**src/rtl/mem_port_arbiter_if.sv**
```systemverilog
// mem_port_arbiter_if: fetch, data and memory-side signals of the shared memory port arbiter.
interface mem_port_arbiter_if;
  logic        if_req;
  logic [31:0] if_addr;
  logic        if_gnt;
  logic        if_rvalid;
  logic [31:0] if_rdata;
  logic        dm_req;
  logic [31:0] dm_addr;
  logic [3:0]  dm_we;
  logic [31:0] dm_wdata;
  logic        dm_gnt;
  logic        dm_rvalid;
  logic [31:0] dm_rdata;
  logic        mem_req;
  logic [31:0] mem_addr;
  logic [3:0]  mem_we;
  logic [31:0] mem_wdata;
  logic        mem_ready;
  logic [31:0] mem_rdata;
  logic        stall_if;
  logic        stall_mem;
  modport slave (
    input  if_req, if_addr, dm_req, dm_addr, dm_we, dm_wdata, mem_ready, mem_rdata,
    output if_gnt, if_rvalid, if_rdata, dm_gnt, dm_rvalid, dm_rdata,
           mem_req, mem_addr, mem_we, mem_wdata, stall_if, stall_mem
  );
  modport master (
    output if_req, if_addr, dm_req, dm_addr, dm_we, dm_wdata, mem_ready, mem_rdata,
    input  if_gnt, if_rvalid, if_rdata, dm_gnt, dm_rvalid, dm_rdata,
           mem_req, mem_addr, mem_we, mem_wdata, stall_if, stall_mem
  );
endinterface

```
**src/rtl/mem_port_arbiter.sv**
```systemverilog
// mem_port_arbiter: shares one variable-latency memory between fetch and data ports, data first with fetch anti-starvation.
module mem_port_arbiter #(
  parameter int STARVE_LIMIT = 4
) (
  input logic              clk,
  input logic              rst_n,
  mem_port_arbiter_if.slave bus
);
  typedef enum logic [1:0] {IDLE, BUSY_IF, BUSY_DM} state_t;
  localparam logic [3:0] LIMIT = 4'(STARVE_LIMIT);
  state_t     state;
  logic [3:0] starve_cnt;
  logic       decide, if_win, dm_win;
  assign decide = (state == IDLE) | bus.mem_ready;
  assign if_win = bus.if_req & (~bus.dm_req | (starve_cnt == LIMIT));
  assign dm_win = bus.dm_req & ~if_win;
  assign bus.if_gnt = rst_n & decide & if_win;
  assign bus.dm_gnt = rst_n & decide & dm_win;
  assign bus.stall_if = rst_n & ((bus.if_req & ~bus.if_gnt) | (state == BUSY_IF & ~bus.mem_ready));
  assign bus.stall_mem = rst_n & ((bus.dm_req & ~bus.dm_gnt) | (state == BUSY_DM & ~bus.mem_ready));
  always_ff @(posedge clk) begin
    if (!rst_n) begin
      state         <= IDLE;
      starve_cnt    <= '0;
      bus.mem_req   <= 1'b0;
      bus.mem_addr  <= '0;
      bus.mem_we    <= '0;
      bus.mem_wdata <= '0;
      bus.if_rvalid <= 1'b0;
      bus.dm_rvalid <= 1'b0;
      bus.if_rdata  <= '0;
      bus.dm_rdata  <= '0;
    end else begin
      bus.if_rvalid <= (state == BUSY_IF) & bus.mem_ready;
      bus.dm_rvalid <= (state == BUSY_DM) & bus.mem_ready;
      if (state == BUSY_IF && bus.mem_ready) bus.if_rdata <= bus.mem_rdata;
      // writes complete without touching the load data register
      if (state == BUSY_DM && bus.mem_ready && bus.mem_we == 4'b0000) bus.dm_rdata <= bus.mem_rdata;
      if (decide) begin
        state       <= bus.if_gnt ? BUSY_IF : bus.dm_gnt ? BUSY_DM : IDLE;
        bus.mem_req <= bus.if_gnt | bus.dm_gnt;
      end
      if (bus.if_gnt) begin
        bus.mem_addr  <= bus.if_addr;
        bus.mem_we    <= 4'b0000;
        bus.mem_wdata <= '0;
      end else if (bus.dm_gnt) begin
        bus.mem_addr  <= bus.dm_addr;
        bus.mem_we    <= bus.dm_we;
        bus.mem_wdata <= bus.dm_wdata;
      end
      starve_cnt <= (!bus.if_req || bus.if_gnt) ? 4'd0 :
                    (bus.dm_gnt && starve_cnt != LIMIT) ? starve_cnt + 4'd1 : starve_cnt;
    end
  end
endmodule

```
**src/flat_wrapper.sv**
```systemverilog
// flat-port wrapper written by rule: the top's interface ports become plain ports
module mem_port_arbiter_flat 
#(
  parameter int STARVE_LIMIT = 4
)
  (clk, rst_n, bus_if_req, bus_if_addr, bus_dm_req, bus_dm_addr, bus_dm_we, bus_dm_wdata, bus_mem_ready, bus_mem_rdata, bus_if_gnt, bus_if_rvalid, bus_if_rdata, bus_dm_gnt, bus_dm_rvalid, bus_dm_rdata, bus_mem_req, bus_mem_addr, bus_mem_we, bus_mem_wdata, bus_stall_if, bus_stall_mem);
  mem_port_arbiter_if bus_i ();
  input logic clk;
  input logic rst_n;
  input wire logic [$bits(bus_i.if_req)-1:0] bus_if_req;
  input wire logic [$bits(bus_i.if_addr)-1:0] bus_if_addr;
  input wire logic [$bits(bus_i.dm_req)-1:0] bus_dm_req;
  input wire logic [$bits(bus_i.dm_addr)-1:0] bus_dm_addr;
  input wire logic [$bits(bus_i.dm_we)-1:0] bus_dm_we;
  input wire logic [$bits(bus_i.dm_wdata)-1:0] bus_dm_wdata;
  input wire logic [$bits(bus_i.mem_ready)-1:0] bus_mem_ready;
  input wire logic [$bits(bus_i.mem_rdata)-1:0] bus_mem_rdata;
  output wire logic [$bits(bus_i.if_gnt)-1:0] bus_if_gnt;
  output wire logic [$bits(bus_i.if_rvalid)-1:0] bus_if_rvalid;
  output wire logic [$bits(bus_i.if_rdata)-1:0] bus_if_rdata;
  output wire logic [$bits(bus_i.dm_gnt)-1:0] bus_dm_gnt;
  output wire logic [$bits(bus_i.dm_rvalid)-1:0] bus_dm_rvalid;
  output wire logic [$bits(bus_i.dm_rdata)-1:0] bus_dm_rdata;
  output wire logic [$bits(bus_i.mem_req)-1:0] bus_mem_req;
  output wire logic [$bits(bus_i.mem_addr)-1:0] bus_mem_addr;
  output wire logic [$bits(bus_i.mem_we)-1:0] bus_mem_we;
  output wire logic [$bits(bus_i.mem_wdata)-1:0] bus_mem_wdata;
  output wire logic [$bits(bus_i.stall_if)-1:0] bus_stall_if;
  output wire logic [$bits(bus_i.stall_mem)-1:0] bus_stall_mem;
  assign bus_i.if_req = bus_if_req;
  assign bus_i.if_addr = bus_if_addr;
  assign bus_i.dm_req = bus_dm_req;
  assign bus_i.dm_addr = bus_dm_addr;
  assign bus_i.dm_we = bus_dm_we;
  assign bus_i.dm_wdata = bus_dm_wdata;
  assign bus_i.mem_ready = bus_mem_ready;
  assign bus_i.mem_rdata = bus_mem_rdata;
  assign bus_if_gnt = bus_i.if_gnt;
  assign bus_if_rvalid = bus_i.if_rvalid;
  assign bus_if_rdata = bus_i.if_rdata;
  assign bus_dm_gnt = bus_i.dm_gnt;
  assign bus_dm_rvalid = bus_i.dm_rvalid;
  assign bus_dm_rdata = bus_i.dm_rdata;
  assign bus_mem_req = bus_i.mem_req;
  assign bus_mem_addr = bus_i.mem_addr;
  assign bus_mem_we = bus_i.mem_we;
  assign bus_mem_wdata = bus_i.mem_wdata;
  assign bus_stall_if = bus_i.stall_if;
  assign bus_stall_mem = bus_i.stall_mem;
  mem_port_arbiter #(.STARVE_LIMIT(STARVE_LIMIT)) u_core (.clk(clk), .rst_n(rst_n), .bus(bus_i));
endmodule
```
**config.mk**
```make
export PLATFORM = sky130hd
export DESIGN_NAME = mem_port_arbiter_flat
export DESIGN_NICKNAME = d
export VERILOG_FILES = /design/src/rtl/mem_port_arbiter_if.sv /design/src/rtl/mem_port_arbiter.sv /design/src/flat_wrapper.sv
export SDC_FILE = /design/constraint.sdc
export NUM_CORES = 1
export LEC_CHECK = 0
export ABC_AREA = 1
export CAP_MARGIN = 20
export CORE_ASPECT_RATIO = 0.7
export CORE_MARGIN = 4
export CORE_UTILIZATION = 51
export DETAILED_ROUTE_END_ITERATION = 16
export DONT_BUFFER_PORTS = 1
export PLACE_DENSITY_LB_ADDON = 0.1
export SYNTH_ARGS = -nofsm -noshare
export SYNTH_HDL_FRONTEND = slang
export SYNTH_SLANG_ARGS = --single-unit
```
**constraint.sdc**
```tcl
create_clock -name clk -period 2.6 [get_ports clk]
set_input_delay 0.52 -clock clk [delete_from_list [all_inputs] [get_ports clk]]
set_output_delay 0.52 -clock clk [all_outputs]
set_load 0.02 [all_outputs]
```
==> results_dict.tcl <==
set metrics [dict create \
    post_cts_buffers 0 \
    core_um2 10500 \
    p_switching_uw 1340 \
    critical_path.max_stage_delay_ns 0.35 \
    cts_resized 0 \
    start_util 0.528 \
    dp_hpwl_um 10500 \
    rsz0062_at_grt "no" \
    synth-seq-cells 141 \
    worstReg2RegStart "u_core.starve_cnt[0]$_SDFFE_PP0P_" \
    worst_setup_path_end_kind "output pin" \
    ios 276 \
    slew_violations 0 \
    vias 4818 \
    reg2reg_depth 10 \
    powerDensity_nw_per_um2 847 \
    cts_made_buffers 17 \
    h-tree-depth 4 \
    antenna_found_initial 0 \
    highest_layer "met4" \
    row_count 31 \
    switching_share 0.257 \
    die_y_um 95.2 \
    wl_per_cell_um 16.4 \
    setup_tns_ns 0 \
    grt_max_degree 45 \
    synthDistinctLibCells 19 \
    hold_ws_ns 0.237 \
    dr_wl_met2_um 7300 \
    grt_pass1_wl_um 23100 \
    cts_root_buffer "clkbuf_16" \
    die_area_um2 12600 \
    yosys_warnings 0 \
    drc 0 \
    final.period_utilization 0.904 \
    drt_wl_total_um 14800 \
    p_comb_frac 0.063 \
    track_usage 0.229 \
    drtIter0Drc 288 \
    setup_viol 0 \
    p_int_uw 3880 \
    final_cell_area_um2 6160 \
    grt_pass1_vias 4398 \
    area_growth_pct 11.3 \
    diodes 0 \
    min_period_ns 2.35 \
    crit_slowest_cell "dfxtp_1" \
    fin_nets 896 \
    hp-class "input pin to register" \
    synth-seq-area-share 0.510 \
    place_area_um2 5560 \
    wl_met1_um 5770 \
    hold_path.startpoint "bus_mem_rdata[23]" \
    clock_sinks 141 \
    clock_latency_ns 0.41 \
    status "complete, no violations" \
    worst_pin_slew_ns 0.999 \
    power_frac_seq 0.470 \
    yosysTopAreaCell "dfxtp_1" \
    post-synth-top-area-fraction 0.510 \
    total_leakage_power_uw 0.00248 \
    cp_max_fo 5 \
    critical_path_class "register to output pin" \
    met3_length_um 1520 \
    firstDrtPassIters 5 \
    cp-start-kind "register" \
    path_clk_slew_ns 0.06 \
    syn_nets 914 \
    fmax_ghz 0.426 \
    ant_nets 0 \
    drive_above_1_share 0.0714 \
    cp_common_cell "nand3_1" \
    syn-instance-count 775 \
    place.gp.congestion 0.775 \
    fin_worst_skew_ns 0.00701 \
    ir_drop_mv 0.545 \
    cts_tree "yes" \
    max_slew_margin 0.333 \
    numPortBuffers 0 \
    die_w_um 133 \
    drv_cap 0 \
    clkPwrFrac 0.467 \
    gr-total-overflow 0 \
    cp.arrival_ns 1.83 \
    syn_avg_cell_area_um2 7.14 \
    required_ns 2.08 \
    finalHoldViolCount 0 \
    synthTopCellsByArea "dfxtp_1 (51%), nand2_1 (12%), nor2_1 (12%), a21oi_1 (6.3%), nand3_1 (6.1%)" \
    crit_start "u_core.starve_cnt[0]$_SDFFE_PP0P_" \
    synthesis.area_um2 5530 \
    cp_cell_sequence "inv_1, ha_1, nand3_1, nand2_1, nand3_2, nand3_1, o31ai_1, buf_4" \
    cts_max_path_buffers 2 \
    min_delay_path_depth 2 \
    vias_per_cell 5.34 \
    cts-hold-fix-buffers 0 \
]
==> metal layers <==
layer,up-vias,global-route usage
met5,-,0
met1,2217,0.259
met2,186,0.391
li1,2399,-
met3,16,0.102
met4,0,0.0761
==> layout by cell type (no fill, tap or decap), drive strengths merged <==
cell	synthesis	routed
a21oi	70	70
buf	20	12
bufinv	0	3
clkbuf	29	19
clkinv	0	6
clkinvlp	0	3
dfxtp	141	141
ha	2	2
inv	43	44
nand2	184	184
nand3	69	69
nor2	177	177
o21ai	36	36
o31ai	1	1
xor2	3	3
==> power groups by stage <==
stage	registers, uW	logic (uW)	clock network, uW
after global placement	2500	315	0
after detailed placement	2500	327	0
after global routing	2460	380	2590
final	2450	326	2440
after CTS	2460	328	2480
after floorplan	2470	288	0
==> flip-flops by register name (all words and copies together), names as in the netlist <==
name and flops:
u_core.bus.dm_rvalid 1, u_core.bus.dm_rdata 32, u_core.bus.mem_req 1, u_core.starve_cnt 4, u_core.bus.if_rdata 32, u_core.bus.mem_wdata 32
u_core.bus.mem_we 4, u_core.state 2, u_core.bus.if_rvalid 1, u_core.bus.mem_addr 32
==> stage by stage <==
| step | instances | util | total power [uW] | setup slack (ns) |
|---|---|---|---|---|
| 4_1_cts | 902 | 0.588 | 5260 | 0.242 |
| 5_1_grt | 902 | 0.588 | 5430 | 0.106 |
| 2_1_floorplan | 775 | - | 2760 | 0.349 |
| 3_5_place_dp | 870 | 0.531 | 2830 | 0.611 |
| 6_report | 902 | 0.588 | 5220 | 0.250 |
| 3_3_place_gp | 870 | 0.531 | 2820 | 0.670 |
==> final timing paths <==
kind / to / slack (ns)
worst max-delay path: bus_stall_if / 0.25
worst min-delay path: u_core.bus.dm_rdata[23]$_SDFFE_PN0P_ / 0.24
worst max register to register: u_core.bus.mem_we[1]$_SDFFE_PP0P_ / 0.65
worst min register to register: u_core.starve_cnt[3]$_SDFFE_PP0P_ / 0.52
==> cells in the mapped netlist, drive strengths merged <==
master  number
nand2      184
nor2       177
dfxtp      141
a21oi       70
nand3       69
inv         43
o21ai       36
clkbuf      29
buf         20
xor2         3
ha           2
o31ai        1
==> layout make-up <==
| cell class | count | area [um^2] |
|---|---|---|
| repair buffers | 12 | 90.1 |
| inverters | 43 | 161 |
| flip-flops and latches | 141 | 2820 |
| multi-input cells | 542 | 2320 |
| clock buffers | 19 | 433 |
| clock inverters | 13 | 166 |
| well taps | 132 | 165 |
| fillers | 981 | 4310 |
==> logic make-up after synthesis <==
logic type / count (synthesis) / share of synthesized area
buf+inv: 92 / 0.0705
compound gates: 107 / 0.0979
simple gates: 430 / 0.312
xor+xnor: 3 / 0.00475
flops: 141 / 0.510
fa+ha+maj: 2 / 0.00452
==> worst max-delay path: cells and delay by family, from the launching register on <==
family | cells | cell delay [ns]
AO/OA/AOI/OAI | 1 | 0.11
adder cells (fa/ha/maj) | 1 | 0.20
buffers and inverters | 2 | 0.27
flip-flops | 1 | 0.35
AND/OR/NAND/NOR | 4 | 0.50
(Power assumes the default switching activity.)
